<file path="src/rtl/disk_ii_head.sv">
// disk_ii_head
// Disk II drive mechanism model: four-phase head stepper, disk rotation and
// the nibble path between a 13-sector track buffer and the CPU-side latches.
//
// Ports:
//   clk, reset     - system clock, synchronous active-high reset
//   ph_en          - CPU-cycle clock enable (single-clk pulse, never back to back)
//   phase[3:0]     - stepper magnet states
//   motor_on       - drive motor running
//   cpu_wait_fdd   - track loader busy; rotation frozen while high
//   track          - current whole track (halftrack >> 1)
//   fd_track_addr  - byte address into the track buffer
//   fd_data_in     - track buffer read data (one clk after fd_track_addr)
//   read_strobe    - CPU read of the data latch (clears the valid bit)
//   data_out       - latch value presented to the CPU
//   write_mode     - drive is writing (Q7)
//   write_strobe   - CPU loads write_data into the write buffer
//   write_data     - byte to write
//   fd_data_do     - byte committed to the track buffer
//   fd_write_disk  - one-clk write pulse to the track buffer
module disk_ii_head #(
  parameter int TRACK_BYTES   = 6656,
  parameter int BYTE_CYCLES   = 32,
  parameter int MAX_HALFTRACK = 69
) (
  input  logic        clk,
  input  logic        reset,
  input  logic        ph_en,
  input  logic [3:0]  phase,
  input  logic        motor_on,
  input  logic        cpu_wait_fdd,
  output logic [5:0]  track,
  output logic [13:0] fd_track_addr,
  input  logic [7:0]  fd_data_in,
  input  logic        read_strobe,
  output logic [7:0]  data_out,
  input  logic        write_mode,
  input  logic        write_strobe,
  input  logic [7:0]  write_data,
  output logic [7:0]  fd_data_do,
  output logic        fd_write_disk
);

  localparam int              CNT_W     = (BYTE_CYCLES > 2) ? $clog2(BYTE_CYCLES) : 2;
  localparam logic [CNT_W-1:0] CNT_LAST = CNT_W'(BYTE_CYCLES - 1);
  localparam logic [CNT_W-1:0] CNT_LOAD = CNT_W'(1);
  localparam logic [13:0]     ADDR_LAST = 14'(TRACK_BYTES - 1);
  localparam logic [6:0]      HT_MAX    = 7'(MAX_HALFTRACK);

  logic [6:0]       halftrack_reg, halftrack_next;
  logic [5:0]       track_reg;
  logic [CNT_W-1:0] byte_cnt_reg;
  logic [13:0]      addr_reg, addr_next;
  logic [7:0]       latch_reg;
  logic             latch_valid_reg;
  logic [7:0]       wbuf_reg;
  logic             wbuf_full_reg;
  logic [7:0]       fd_data_do_reg;
  logic             fd_write_disk_reg;

  // Per-quadrant step conditions. For an even halftrack the head sits on
  // magnet q and is pulled by its two neighbours; for an odd halftrack it
  // sits between magnets q and q+1 and moves toward whichever one is alone.
  logic [3:0] even_up, even_dn, odd_up, odd_dn;

  genvar gi;
  generate
    for (gi = 0; gi < 4; gi++) begin : g_quad
      assign even_up[gi] = phase[(gi + 1) % 4] & ~phase[(gi + 3) % 4];
      assign even_dn[gi] = phase[(gi + 3) % 4] & ~phase[(gi + 1) % 4];
      assign odd_up[gi]  = phase[(gi + 1) % 4] & ~phase[gi];
      assign odd_dn[gi]  = phase[gi] & ~phase[(gi + 1) % 4];
    end
  endgenerate

  // For both parities q = halftrack[2:1].
  logic [1:0] quad;
  logic       step_up, step_dn;

  assign quad    = halftrack_reg[2:1];
  assign step_up = halftrack_reg[0] ? odd_up[quad] : even_up[quad];
  assign step_dn = halftrack_reg[0] ? odd_dn[quad] : even_dn[quad];

  always_comb begin
    halftrack_next = halftrack_reg;
    if (ph_en && motor_on) begin
      if (step_up && (halftrack_reg != HT_MAX))
        halftrack_next = halftrack_reg + 7'd1;
      else if (step_dn && (halftrack_reg != 7'd0))
        halftrack_next = halftrack_reg - 7'd1;
    end
  end

  // Rotation and the load point (the rotating ph_en seen with byte_cnt == 1;
  // the address has then been stable long enough for fd_data_in to be valid).
  logic rotate, byte_end, load_point, commit;

  assign rotate     = ph_en & motor_on & ~cpu_wait_fdd;
  assign byte_end   = (byte_cnt_reg == CNT_LAST);
  assign load_point = rotate & (byte_cnt_reg == CNT_LOAD);
  assign commit     = load_point & write_mode & wbuf_full_reg;

  always_comb begin
    addr_next = addr_reg;
    if (rotate && byte_end)
      addr_next = (addr_reg == ADDR_LAST) ? 14'd0 : addr_reg + 14'd1;
  end

  always_ff @(posedge clk) begin
    if (reset) begin
      halftrack_reg     <= '0;
      track_reg         <= '0;
      byte_cnt_reg      <= '0;
      addr_reg          <= '0;
      latch_reg         <= '0;
      latch_valid_reg   <= 1'b0;
      wbuf_reg          <= '0;
      wbuf_full_reg     <= 1'b0;
      fd_data_do_reg    <= '0;
      fd_write_disk_reg <= 1'b0;
    end else begin
      halftrack_reg <= halftrack_next;
      track_reg     <= halftrack_reg[6:1];

      if (rotate)
        byte_cnt_reg <= byte_end ? '0 : byte_cnt_reg + CNT_W'(1);
      addr_reg <= addr_next;

      // A fresh load beats a coincident read strobe.
      if (load_point && !write_mode) begin
        latch_reg       <= fd_data_in;
        latch_valid_reg <= 1'b1;
      end else if (read_strobe) begin
        latch_valid_reg <= 1'b0;
      end

      // A strobe on the commit clk refills the buffer after the old byte
      // has been taken, so wbuf_full stays set.
      fd_write_disk_reg <= 1'b0;
      if (commit) begin
        fd_data_do_reg    <= wbuf_reg;
        fd_write_disk_reg <= 1'b1;
      end
      if (write_mode && write_strobe) begin
        wbuf_reg      <= write_data;
        wbuf_full_reg <= 1'b1;
      end else if (commit) begin
        wbuf_full_reg <= 1'b0;
      end
    end
  end

  assign track         = track_reg;
  assign fd_track_addr = addr_reg;
  assign data_out      = latch_valid_reg ? latch_reg : {1'b0, latch_reg[6:0]};
  assign fd_data_do    = fd_data_do_reg;
  assign fd_write_disk = fd_write_disk_reg;

endmodule

</file>
<file path="config.mk">
export PLATFORM = sky130hd
export DESIGN_NAME = disk_ii_head
export DESIGN_NICKNAME = d
export VERILOG_FILES = /design/src/rtl/disk_ii_head.sv
export SDC_FILE = /design/constraint.sdc
export NUM_CORES = 1
export LEC_CHECK = 0
export BUFFER_PORTS_ARGS = -buffer_cell sky130_fd_sc_hd__buf_2
export CAP_MARGIN = 5
export CORE_ASPECT_RATIO = 0.7
export CORE_UTILIZATION = 23
export CTS_CLUSTER_SIZE = 8
export DETAILED_ROUTE_END_ITERATION = 8
export SLEW_MARGIN = 40
export SYNTH_ARGS = -nofsm -noshare
export SYNTH_HDL_FRONTEND = slang
export SYNTH_SLANG_ARGS = --single-unit
</file>
<file path="constraint.sdc">
create_clock -name clk -period 8.7 [get_ports clk]
set_input_delay 2.61 -clock clk [delete_from_list [all_inputs] [get_ports clk]]
set_output_delay 2.61 -clock clk [all_outputs]
set_load 0.1 [all_outputs]
</file>
# ---- Yosys cells after proc, flatten, opt, wreduce, memory -nomap -nowiden
# Index checks and enable logic that the tools add are counted.
dict set report totals {
  ff_bits 59
  wordCells 73
  in_bits 28
  out_inout_bits 37
}
dict set report classes {
  n_mux 20
  n_addsub 4
  magnitude_cmp 1
  reduce_logical 12
  n_eq_ne 4
  bitwise_logic 22
}
# cell count
set op_table {}
lappend op_table {{$and 1x1->1} 17}
lappend op_table {{$add 14x1->14 const B} 1}
lappend op_table {{$eq 14x13->1 const B} 1}
lappend op_table {{$mux 14} 1}
lappend op_table {{$mux 7} 2}
lappend op_table {{$mux 1} 11}
lappend op_table {{$bmux 1 s2} 4}
lappend op_table {{$mux 8} 1}
lappend op_table {{$add 7x1->7 const B} 1}
lappend op_table {{$ne 7x7->1 const B} 1}
lappend op_table {{$reduce_bool 7->1} 1}
lappend op_table {{$sub 7x1->7 const B} 1}
lappend op_table {{$logic_and 1x1->1} 6}
lappend op_table {{$reduce_bool 2->1} 3}
lappend op_table {{$add 5x1->5 const B} 1}
lappend op_table {{$eq 5x1->1 const B} 1}
lappend op_table {{$eq 5x5->1 const B} 1}
lappend op_table {{$mux 5} 1}
lappend op_table {{$not 1->1} 5}
lappend op_table {{$lt 2x3->1 const B} 1}
lappend op_table {{$reduce_and 2->1} 1}
lappend op_table {{$logic_not 1->1} 1}

# ---- Longest topological paths before layout
# Gate-level depths: netlist of the first run.
dict set report logic_depth {
  ltp_word 8
  ltp_mapped 11
  mapped_depth_nobuf 10
}

# ---- Least setup slack after synthesis of the first run
# Ideal clock, no wire load.
dict set report synth_timing {
  kind {in2reg}
  from {input phase[0]}
  to {register halftrack_reg[6]}
  cell_stages 10
  setup_time_ns 0.066
  arrival_ns 5.254
  path_slack_ns 3.380
  t_required_ns 8.634
  cell_sequence {or3b_1 > a32o_1 > mux4_2 > fa_1 > a211oi_1 > o21bai_1 > a211oi_1 > o311ai_0 > a21o_1 > a21oi_2}
}
dict set report synth_via {
  elab_chain_cells 8
}
# element line_no
set synth_rtl {}
lappend synth_rtl {{start: declaration} 29} ;# input logic [3:0] phase,
lappend synth_rtl {{$not 1->1} n/a}
lappend synth_rtl {{$and 1x1->1, on equally long branches} n/a}
lappend synth_rtl {{$bmux 1 s2, on equally long branches} {81, 82}}
lappend synth_rtl {{$mux 1, on equally long branches (2 in a row)} {81, 82}}
lappend synth_rtl {{$logic_and 1x1->1, on equally long branches} {87, 89}}
lappend synth_rtl {{$reduce_bool 2->1 (no source line)} n/a}
lappend synth_rtl {{$reduce_and 2->1 (no source line)} n/a}
lappend synth_rtl {{end signal: assignment} 122} ;# halftrack_reg <= halftrack_next;
lappend synth_rtl {{end: declaration} 50} ;# logic [6:0] halftrack_reg, halftrack_next;
# Parallel ways exist; a longest one is shown, timed or not. The select of a mux whose other input is x is not followed.
# A chain may end at the register's enable or synchronous reset.

# ---- Worst setup path in the final report of the first run
# Ends and elaborated chain as after synthesis.

==> metrics.md, run 1 <==
| Metric | Value |
|---|---|
| Status | `completed` |
| Drt initial violations | `78` |
| Sequential fraction of the synthesis area | `0.4212` |
| Via Count | `2380` |
| Row count | `33` |
| Gr ovfl total | `0` |
| WP data required | `8.96 ns` |
| Area leader, netlist | `dfxtp_1` |
| WL per Instance | `approximately 12 um` |
| Worst setup SP type | `primary input` |
| Final Max Slew Viols | `0` |
| Number of antenna violations at the first check in global routing | `0` |
| Final count of hold timing violations | `0` |
| Top cells by count, synth | `59 x dfxtp_1, 41 x nor2_1, 24 x a21oi_1` |
| Depth of the CTS H-tree | `3` |
| Crit end category | `flip-flop` |
| Hold Crit Class | `flip-flop to flip-flop` |
| Die X | `134.0 um` |
| Top Ports | `65` |
| Count leader, synth | `dfxtp_1` |
| CTS resizes | `0` |
| # Max-Cap Violations | `0` |
| First-pass GRT wire length | `~10000 um` |
| Clk Tree Root Cell | `clkbuf_16` |
| Port bufs | `64` |
| Top FF cell, synth | `dfxtp_1` |
| Max Freq | `186.6 MHz` |
| Core area | `approximately 12000 um^2` |
| Post-route clock period utilization | `0.6160` |
| Die ar. | `approximately 13000 um^2` |
| CP dominant cell by count | `a211oi_1` |
| Slew headroom | `0.5256` |
| Final setup fails | `0` |
| Synth warnings | `0` |
| GP Congestion | `around 0.85` |
| Delay of the slowest critical-path stage | `0.59 ns` |
| TritonRoute pass-1 iters | `4` |
| Worst path cell trace | `buf_2 > or3b_1 > a32o_1 > mux4_2 > fa_1 > a211oi_1 > o21bai_1 > a211oi_1 > o311ai_0 > a21o_1 > a21oi_2` |
| Top cell type's share of synthesized area | `0.4212` |
| Setup TNS | `0 ns` |
| Async SR Flop Fraction | `0` |
| Clock latency on the worst-skew pair | `~0.33 ns` |
| Post-Syn Instances | `between 300 and 400` |
| Nets | `405` |
| Final ANT Viol Nets | `0` |
| CTS tree | `done` |
| CTS max path bufs | `2` |
| Layout cells sized above 1 | `0.2534` |
| PwrDens | `222.8 nW/um^2` |
| Area Overhead vs Synth | `25.48%` |
| Post-Syn Nets | `351` |
| Residual DRC | `0` |
| Tot GR Track Use | `0.1055` |
| Post-Synthesis Cell Area | `2804 um^2` |
| Worst-path maximum fanout | `10` |
| Syn_area_per_cell | `around 9 um^2` |
| Post-layout minimum cycle time | `5.359 ns` |
| CTS Sinks | `59` |
| Post-CTS Setup Inserts | `0` |
| Hold Slack | `0.4589 ns` |
| Starting Density | `0.2374` |
| FILL cells | `1276` |
| Crit Path Class | `primary input to flip-flop` |
| Ant diodes | `0` |
| Die Y | `94.38 um` |
| Vias in the first global route | `2140` |
| CTS Hold Buffers Added | `0` |
| Largest net degree at the start of global routing | `53` |
| Total wire length | `6470 um` |
| Worst EP arrival | `5.62 ns` |
| Clk slew on worst S/H paths | `0.05 ns` |
| Cell at the slowest stage of the critical path | `mux4_2` |
| Vias/cell | `4.508` |
| RSZ-0062 raised after global routing | `false` |
| Clock Skew | `0.003054 ns` |
| Post-synthesis cell type count | `50` |
| Slew @ Worst Pin | `0.7051 ns` |
| Number of flops mapped to enable cells by yosys | `0` |
| Max reg flops | `14` |
| Leak | `1.513 nW` |
| HPWL Detailed | `4597 um` |
| Yosys reg bits | `between 50 and 60` |
| Synth area leaders | `dfxtp_1 42%, mux2i_1 6.1%, nor2_1 5.5%, ha_1 4.5%, a21oi_1 4.3%` |
| Peak supply drop | `about 0.085 mV` |
| Total CTS buffers | `9` |
==> cell families after synthesis <==
kind of cell | synth area share
AND/OR/NAND/NOR | 0.2245
flip-flops | 0.4212
AO/OA/AOI/OAI | 0.1218
buffers and inverters | 0.05667
multiplexers | 0.09281
adder cells (fa/ha/maj) | 0.05176
XOR/XNOR | 0.03123
==> path summary, 6_finish.rpt <==
path              slack (ns)  cells past startpoint                to             start
setup / recovery        3.34                     11  halftrack_reg[6]          phase[0]
hold / removal          0.46                      2       wbuf_reg[4]       wbuf_reg[4]
setup reg to reg        5.23                     10  halftrack_reg[6]  halftrack_reg[2]
hold reg to reg         0.46                      2       wbuf_reg[4]       wbuf_reg[4]
==> critical path: cells and delay by family <==
kind            cells  cell delay [ns]
fa+ha+maj           1             0.46
simple gates        1             0.37
buf+inv             1             0.13
compound gates      7             1.44
mux                 1             0.59
==> report_power, final <==
part	switching (mW)	internal, mW
clock network	0.122	0.266
logic	0.0639	0.0429
registers	0.00984	0.279
total	0.196	0.588
==> layer usage <==
metal,track usage,vias up,wire (um),part of all wire
met3,0.04724,16,466,0.072
met5,0,-,0,0
met4,0.04924,0,140,0.022
li1,-,1201,-,-
met2,0.1550,79,2694,0.42
met1,0.1316,1084,3170,0.49
==> final cells by class <==
type | instances | area [um^2] | share of cell area
multi-input combinational | 226 | 1466 | 0.4168
sequential | 59 | 1181 | 0.3357
timing repair buffer | 64 | 322.8 | 0.09175
clock buffer | 12 | 256.5 | 0.07290
tap | 157 | 196.4 | 0.05583
clock inverter | 4 | 72.57 | 0.02063
inverter | 6 | 22.52 | 0.006401
==> per-stage QoR <==
| stage | cells | cell area [um^2] | setup WS, ns | total power [mW] | util |
|---|---|---|---|---|---|
| floorplan | 312 | 2804 | 3.380 | 0.3769 | - |
| global placement | 512 | 3184 | 3.087 | 0.3971 | 0.2697 |
| detailed placement | 512 | 3189 | 3.036 | 0.4008 | 0.2701 |
| CTS | 528 | 3518 | 3.368 | 0.7983 | 0.2979 |
| global route | 528 | 3518 | 3.087 | 0.8192 | 0.2979 |
| finish | 528 | 3518 | 3.341 | 0.7838 | 0.2979 |
==> cell usage in the layout (no fill, tap or decap), types with 2 or more instances in the layout <==
master,netlist,final
mux2_2,6,6
dfxtp_1,59,59
nor2_1,41,41
and2b_2,2,2
bufinv_16,0,2
nand3_1,14,14
inv_1,6,6
o21ai_0,7,7
nand2_1,22,22
a21o_1,3,3
xnor2_1,6,6
nor2b_1,12,11
buf_2,1,63
xor2_1,4,4
clkbuf_8,0,2
a21oi_1,24,24
clkbuf_16,0,9
nor3b_1,4,4
mux2i_1,17,17
and3_1,6,6
a211oi_1,4,4
nand4_1,2,2
nor3_1,9,9
a31oi_1,4,4
or3_1,5,5
ha_1,10,10
a311oi_1,2,2
No activity file was read; power rests on OpenSTA's default activity.
==> run 2: changes to the inputs <==
- clock period: 8.7 -> 4.8 ns (I/O delays scaled with it)
==> run 2 against run 1 <==
Effect of this change: count of clock-buffer cells in the layout fell by 1; sequential power rose by 81%; core utilization is 0.24 points lower; first-iteration DRC count is 1.3% higher; combinational power rose by 80%; cell area is 0.82% lower; hold slack got worse by 0.0028 ns; critical path type unchanged.
==> metrics.md, run 2 (synthesis gave the netlist of run 1 again) <==
| Metric | Value |
|---|---|
| Clock Skew | `0.004133 ns (+0.001078 ns)` |
| Total CTS buffers | `9 (unchanged)` |
| Cell at the slowest stage of the critical path | `mux4_2` |
| Top Ports | `65 (unchanged)` |
| Hold Crit Class | `flip-flop to flip-flop` |
| PwrDens | `387.4 nW/um^2 (+74%)` |
| Gr ovfl total | `0 (unchanged)` |
| Most frequent cells in the layout | `63 x buf_2, 59 x dfxtp_1, 41 x nor2_1` |
| HPWL Detailed | `4465 um (-2.9%)` |
| Net Switching | `0.3557 mW (+81%)` |
| Row count | `33 (unchanged)` |
| Final count of hold timing violations | `0 (unchanged)` |
| Net Sw Frac | `0.2632 (+0.01292)` |
| Clock power share | `0.470 (-0.025)` |
| Setup TNS | `0 ns (unchanged)` |
| Clk slew on worst S/H paths | `0.05 ns (about the same)` |
| GP Congestion | `0.8281 (-2.6%)` |
| CTS resizes | `0 (unchanged)` |
| Placed Cells | `513 (+0.20%)` |
| Drt initial violations | `79 (+1.3%)` |
| Starting Density | `0.2374 (unchanged)` |
| WL per Instance | `11.89 um (-3.0%)` |
| Final Max Slew Viols | `0 (unchanged)` |
| FILL cells | `1272 (-0.31%)` |
| First-pass GRT wire length | `10320 um (+1.4%)` |
| Total power | `1.352 mW (+72%)` |
| Final ANT Viol Nets | `0 (unchanged)` |
| Clock latency on the worst-skew pair | `0.33 ns (about the same)` |
| Slew headroom | `0.5496 (+0.02402)` |
| Port bufs | `64 (unchanged)` |
| Crit Path Class | `primary input to flip-flop` |
| CTS Hold Buffers Added | `0 (unchanged)` |
| Flop pwr share | `0.387 (+0.018)` |
| Worst path cell trace | `buf_2 > or3b_1 > a32o_1 > mux4_2 > fa_1 > a211oi_1 > o21bai_1 > a211oi_1 > o311ai_0 > a21o_1 > a21oi_2` |
| Logic pwr share | `0.143 (+0.007)` |
| Peak supply drop | `0.1558 mV (+83%)` |
| Nets | `406 (+0.25%)` |
| CTS max path bufs | `2 (unchanged)` |
| CTS Sinks | `59 (unchanged)` |
| Crit end category | `flip-flop` |
| Core area | `11810 um^2 (unchanged)` |
| Post-route clock period utilization | `0.8748` |
| Layout cells sized above 1 | `0.2527 (-0.0006811)` |
| WP data required | `5.06 ns (-3.90 ns)` |
| RSZ-0062 raised after global routing | `false` |
| CP dominant cell by count | `a211oi_1` |
| Largest net degree at the start of global routing | `53 (unchanged)` |
| Die Y | `94.38 um (unchanged)` |
| CTS tree | `done` |
| Tot GR Track Use | `0.1057 (+0.0002034)` |
| Depth of the CTS H-tree | `3 (unchanged)` |
| Worst-path maximum fanout | `10 (unchanged)` |
| Max Freq | `roughly 240 MHz` |
| Post-CTS Setup Inserts | `0 (unchanged)` |
| Number of antenna violations at the first check in global routing | `0 (unchanged)` |
| P_int | `0.9961 mW (+70%)` |
| Die ar. | `12640 um^2 (unchanged)` |
| Clk Tree Root Cell | `clkbuf_16` |
| Die X | `134.0 um (unchanged)` |
| Total wire length | `6290 um (-2.8%)` |
| Top delay family on crit path | `compound AO/OA/AOI/OAI gates` |
| Residual DRC | `0 (unchanged)` |
| Layout Cells excl Fill | `529 (+0.19%)` |
| Ant diodes | `0 (unchanged)` |
| Worst setup SP type | `primary input` |
| Leading cell type in the layout, fill and taps excluded | `buf_2` |
| Slew @ Worst Pin | `0.6694 ns (-0.03570 ns)` |
| Via Count | `2344 (-1.5%)` |
| CP bufs+invs | `1 (unchanged)` |
| TritonRoute pass-1 iters | `4 (unchanged)` |
| Leak | `1.505 nW (-0.53%)` |
| Max reg flops | `14 (unchanged)` |
| Delay of the slowest critical-path stage | `0.60 ns (about the same)` |
| Final setup fails | `0 (unchanged)` |
| Area Overhead vs Synth | `24.45%` |
| Status | `completed` |
| Worst EP arrival | `4.46 ns (-1.16 ns)` |
| Vias/cell | `4.431 (-1.7%)` |
| Post-layout minimum cycle time | `4.199 ns` |
| # Max-Cap Violations | `0 (unchanged)` |
| Vias in the first global route | `2144 (+0.19%)` |
==> run 2: changes by cell type in the layout (fill, tap and decap cells not counted) <==
cell / change
buf_4: +1
nor2b_1: +1
clkinv_2: +2
nor2b_2: -1
bufinv_16: -1
clkbuf_8: -1
==> run 2: layer usage <==
layer	GRT usage	wire [um]	up-vias
li1	-	-	1199
met1	0.1368	3178	1068
met2	0.1485	2533	65
met3	0.05046	476	12
met4	0.04451	102	0
met5	0	0	-
==> run 2: path summary, 6_finish.rpt <==
| check | cells past startpoint | end | slack [ns] | start |
|---|---|---|---|---|
| worst max-delay path | 11 | halftrack_reg[6] | 0.60 | phase[1] |
| worst min-delay path | 2 | wbuf_reg[1] | 0.46 | wbuf_reg[1] |
| worst min register to register | 2 | wbuf_reg[1] | 0.46 | wbuf_reg[1] |
| worst max register to register | 10 | halftrack_reg[6] | 1.32 | halftrack_reg[2] |
==> run 2: cell type report <==
| cell class | instances | area (um^2) | share of cell area |
|---|---|---|---|
| repair buffers | 65 | 330.3 | 0.09466 |
| clock buffers | 11 | 242.7 | 0.06956 |
| flip-flops and latches | 59 | 1181 | 0.3385 |
| inverters | 6 | 22.52 | 0.006454 |
| multi-input cells | 226 | 1464 | 0.4195 |
| well taps | 157 | 196.4 | 0.05629 |
| clock inverters | 5 | 52.55 | 0.01506 |
==> run 2: metrics by stage <==
step / setup WS, ns / instance area (um^2) / hold slack (ns) / util
6_report: 0.6009 / 3490 / 0.4561 / 0.2955
3_3_place_gp: 0.3529 / 3192 / 0.4416 / 0.2703
5_1_grt: 0.3747 / 3490 / 0.4707 / 0.2955
4_1_cts: 0.6161 / 3490 / 0.4585 / 0.2955
3_5_place_dp: 0.2844 / 3194 / 0.4463 / 0.2705
2_1_floorplan: 0.6502 / 2804 / 0.4334 / -
==> run 2: worst register-to-register path: stages (launching register included) <==
cell and delay, ns:
dfxtp_1 0.45, or3b_1 0.44, a32o_1 0.20, mux4_2 0.60
fa_1 0.46, a211oi_1 0.32, o21bai_1 0.14, a211oi_1 0.25
o311ai_0 0.20, a21o_1 0.23, a21oi_2 0.12
==> run 2: power by group through the flow <==
| stage | clock [mW] | combinational, mW | sequential (mW) |
|---|---|---|---|
| 4_1_cts | 0.658 | 0.192 | 0.523 |
| 6_report | 0.635 | 0.193 | 0.524 |
| 3_5_place_dp | 0 | 0.191 | 0.534 |
| 3_3_place_gp | 0 | 0.186 | 0.533 |
| 5_1_grt | 0.677 | 0.212 | 0.527 |
| 2_1_floorplan | 0 | 0.133 | 0.550 |
==> run 3: changes to the inputs <==
- CORE_MARGIN: default -> 10
- REMOVE_ABC_BUFFERS: default -> 1
==> run 3 against run 2 <==
Effect of this change: critical endpoint unchanged; global-route usage fell by 2.4 points; worst setup slack improved by 0.024 ns; sequential power barely moved; sequential share of layout area rose by 0.13 points; clock power fell by 7.7%; largest cell class unchanged.
==> metrics.md, run 3 (synthesis gave the netlist of run 1 again) <==
| Metric | Value |
|---|---|
| Status | `completed` |
| CP dominant cell by count | `a211oi_1` |
| Delay of the slowest critical-path stage | `0.59 ns (about the same)` |
| Most frequent cells in the layout | `63 x buf_2, 59 x dfxtp_1, 41 x nor2_1` |
| CTS Sinks | `59 (unchanged)` |
| Post-layout minimum cycle time | `4.175 ns (-0.02375 ns)` |
| # Max-Cap Violations | `0 (unchanged)` |
| CTS Hold Buffers Added | `0 (unchanged)` |
| Ant diodes | `0 (unchanged)` |
| Residual DRC | `0 (unchanged)` |
| Vias in the first global route | `2329 (+8.6%)` |
| Vias/cell | `4.472 (+0.92%)` |
| Port bufs | `64 (unchanged)` |
| CTS tree | `done` |
| Clock latency on the worst-skew pair | `0.33 ns (about the same)` |
| Logic pwr share | `0.149 (+0.006)` |
| Net Switching | `0.3430 mW (-3.6%)` |
| Via Count | `2370 (+1.1%)` |
| Worst setup SP type | `primary input` |
| Final count of hold timing violations | `0 (unchanged)` |
| GP Congestion | `0.8310 (+0.35%)` |
| Drt initial violations | `97 (+23%)` |
| Post-route clock period utilization | `0.8699 (-0.004948)` |
| Final core occ | `0.2943 (-0.001166)` |
| Tot GR Track Use | `0.08218 (-0.02356)` |
| Top Ports | `65 (unchanged)` |
| CTS resizes | `0 (unchanged)` |
| Leading cell type in the layout, fill and taps excluded | `buf_2` |
| Die X | `152.0 um (+13%)` |
| Top delay family on crit path | `compound AO/OA/AOI/OAI gates` |
| WL per Instance | `13.16 um (+11%)` |
| Gr ovfl total | `0 (unchanged)` |
| Post-CTS Setup Inserts | `0 (unchanged)` |
| Clock power share | `0.449 (-0.021)` |
| Starting Density | `0.2374 (unchanged)` |
| CTS max path bufs | `2 (unchanged)` |
| First-pass GRT wire length | `11650 um (+13%)` |
| CP bufs+invs | `1 (unchanged)` |
| Area Overhead vs Synth | `23.96%` |
| Setup TNS | `0 ns (unchanged)` |
| PwrDens | `374.9 nW/um^2 (-3.2%)` |
| TritonRoute pass-1 iters | `4 (unchanged)` |
| Depth of the CTS H-tree | `3 (unchanged)` |
| HPWL Detailed | `5100 um (+14%)` |
| Worst path cell trace | `buf_2 > or3b_1 > a32o_1 > mux4_2 > fa_1 > a211oi_1 > o21bai_1 > a211oi_1 > o311ai_0 > a21o_1 > a21oi_2` |
| WP data required | `5.05 ns (about the same)` |
| Final setup fails | `0 (unchanged)` |
| Slew @ Worst Pin | `0.5897 ns (-0.07974 ns)` |
| Total wire length | `6977 um (+11%)` |
| Final ANT Viol Nets | `0 (unchanged)` |
| Max reg flops | `14 (unchanged)` |
| RSZ-0062 raised after global routing | `false` |
| Clock Skew | `0.009275 ns (+0.005142 ns)` |
| Slew headroom | `0.6032 (+0.05365)` |
| Net Sw Frac | `0.2633 (about the same)` |
| P_int | `0.9600 mW (-3.6%)` |
| Number of antenna violations at the first check in global routing | `0 (unchanged)` |
| Crit Path Class | `primary input to flip-flop` |
| Worst EP arrival | `4.43 ns (-0.03 ns)` |
| Worst-path maximum fanout | `10 (unchanged)` |
| Final Max Slew Viols | `0 (unchanged)` |
| Nets | `407 (+0.25%)` |
| Crit end category | `flip-flop` |
| Die ar. | `17080 um^2 (+35%)` |
| Leak | `1.501 nW (-0.25%)` |
| Row count | `33 (unchanged)` |
| Core area | `11810 um^2 (unchanged)` |
| Largest net degree at the start of global routing | `41 (-23%)` |
| Total CTS buffers | `9 (unchanged)` |
| Hold Crit Class | `flip-flop to flip-flop` |
| Max Freq | `239.5 MHz (+0.57%)` |
| Clk Tree Root Cell | `clkbuf_16` |
| Layout cells sized above 1 | `0.2493 (-0.003358)` |
| Die Y | `112.4 um (+19%)` |
| Peak supply drop | `0.1531 mV (-1.8%)` |
| Flop pwr share | `0.402 (+0.015)` |
| Clk slew on worst S/H paths | `0.05 ns (about the same)` |
| Cell at the slowest stage of the critical path | `mux4_2` |
run 3: cell type report:
class	instances	area, um^2
fillers	1287	8333
multi-input cells	226	1464
flip-flops and latches	59	1181
repair buffers	66	337.8
clock buffers	14	264.0
well taps	157	196.4
inverters	6	22.52
clock inverters	2	10.01
run 3: per-layer routing:
layer  part of all wire  global-route usage
met5                  0                   0
met4              0.017             0.03455
met3              0.069             0.03852
met2               0.45              0.1250
met1               0.47             0.09790
run 3: path summary, 6_finish.rpt:
path | start | endpoint | slack (ns) | cells after the start
worst min register to register | wbuf_reg[6] | wbuf_reg[6] | 0.45 | 2
worst max register to register | halftrack_reg[2] | halftrack_reg[6] | 1.35 | 10
worst min-delay path | wbuf_reg[6] | wbuf_reg[6] | 0.45 | 2
worst max-delay path | phase[0] | halftrack_reg[6] | 0.62 | 11
run 3: power by group through the flow:
stage	Clock, mW	Sequential, mW	Combinational, mW
final	0.586	0.524	0.194
after CTS	0.612	0.523	0.194
after global placement	0	0.533	0.188
after detailed placement	0	0.533	0.194
after floorplan	0	0.554	0.116
after global routing	0.630	0.526	0.217
run 3: per-stage QoR:
stage | hold slack [ns] | setup slack [ns] | power, mW | instances | instance area [um^2]
final | 0.4549 | 0.6246 | 1.303 | 530 | 3476
after global placement | 0.4417 | 0.3645 | 0.7208 | 514 | 3199
after floorplan | 0.4296 | 0.6500 | 0.6700 | 291 | 2668
after CTS | 0.4562 | 0.6276 | 1.329 | 530 | 3473
after detailed placement | 0.4487 | 0.2876 | 0.7267 | 514 | 3199
after global routing | 0.4723 | 0.4151 | 1.372 | 530 | 3476
run 3: worst min-delay path: cells and delay by family, from the launching register on:
kind,cells,cell delay (ns)
DFF,1,0.30
and+or+nand+nor,1,0.05
AOI/OAI and AO/OA,1,0.05
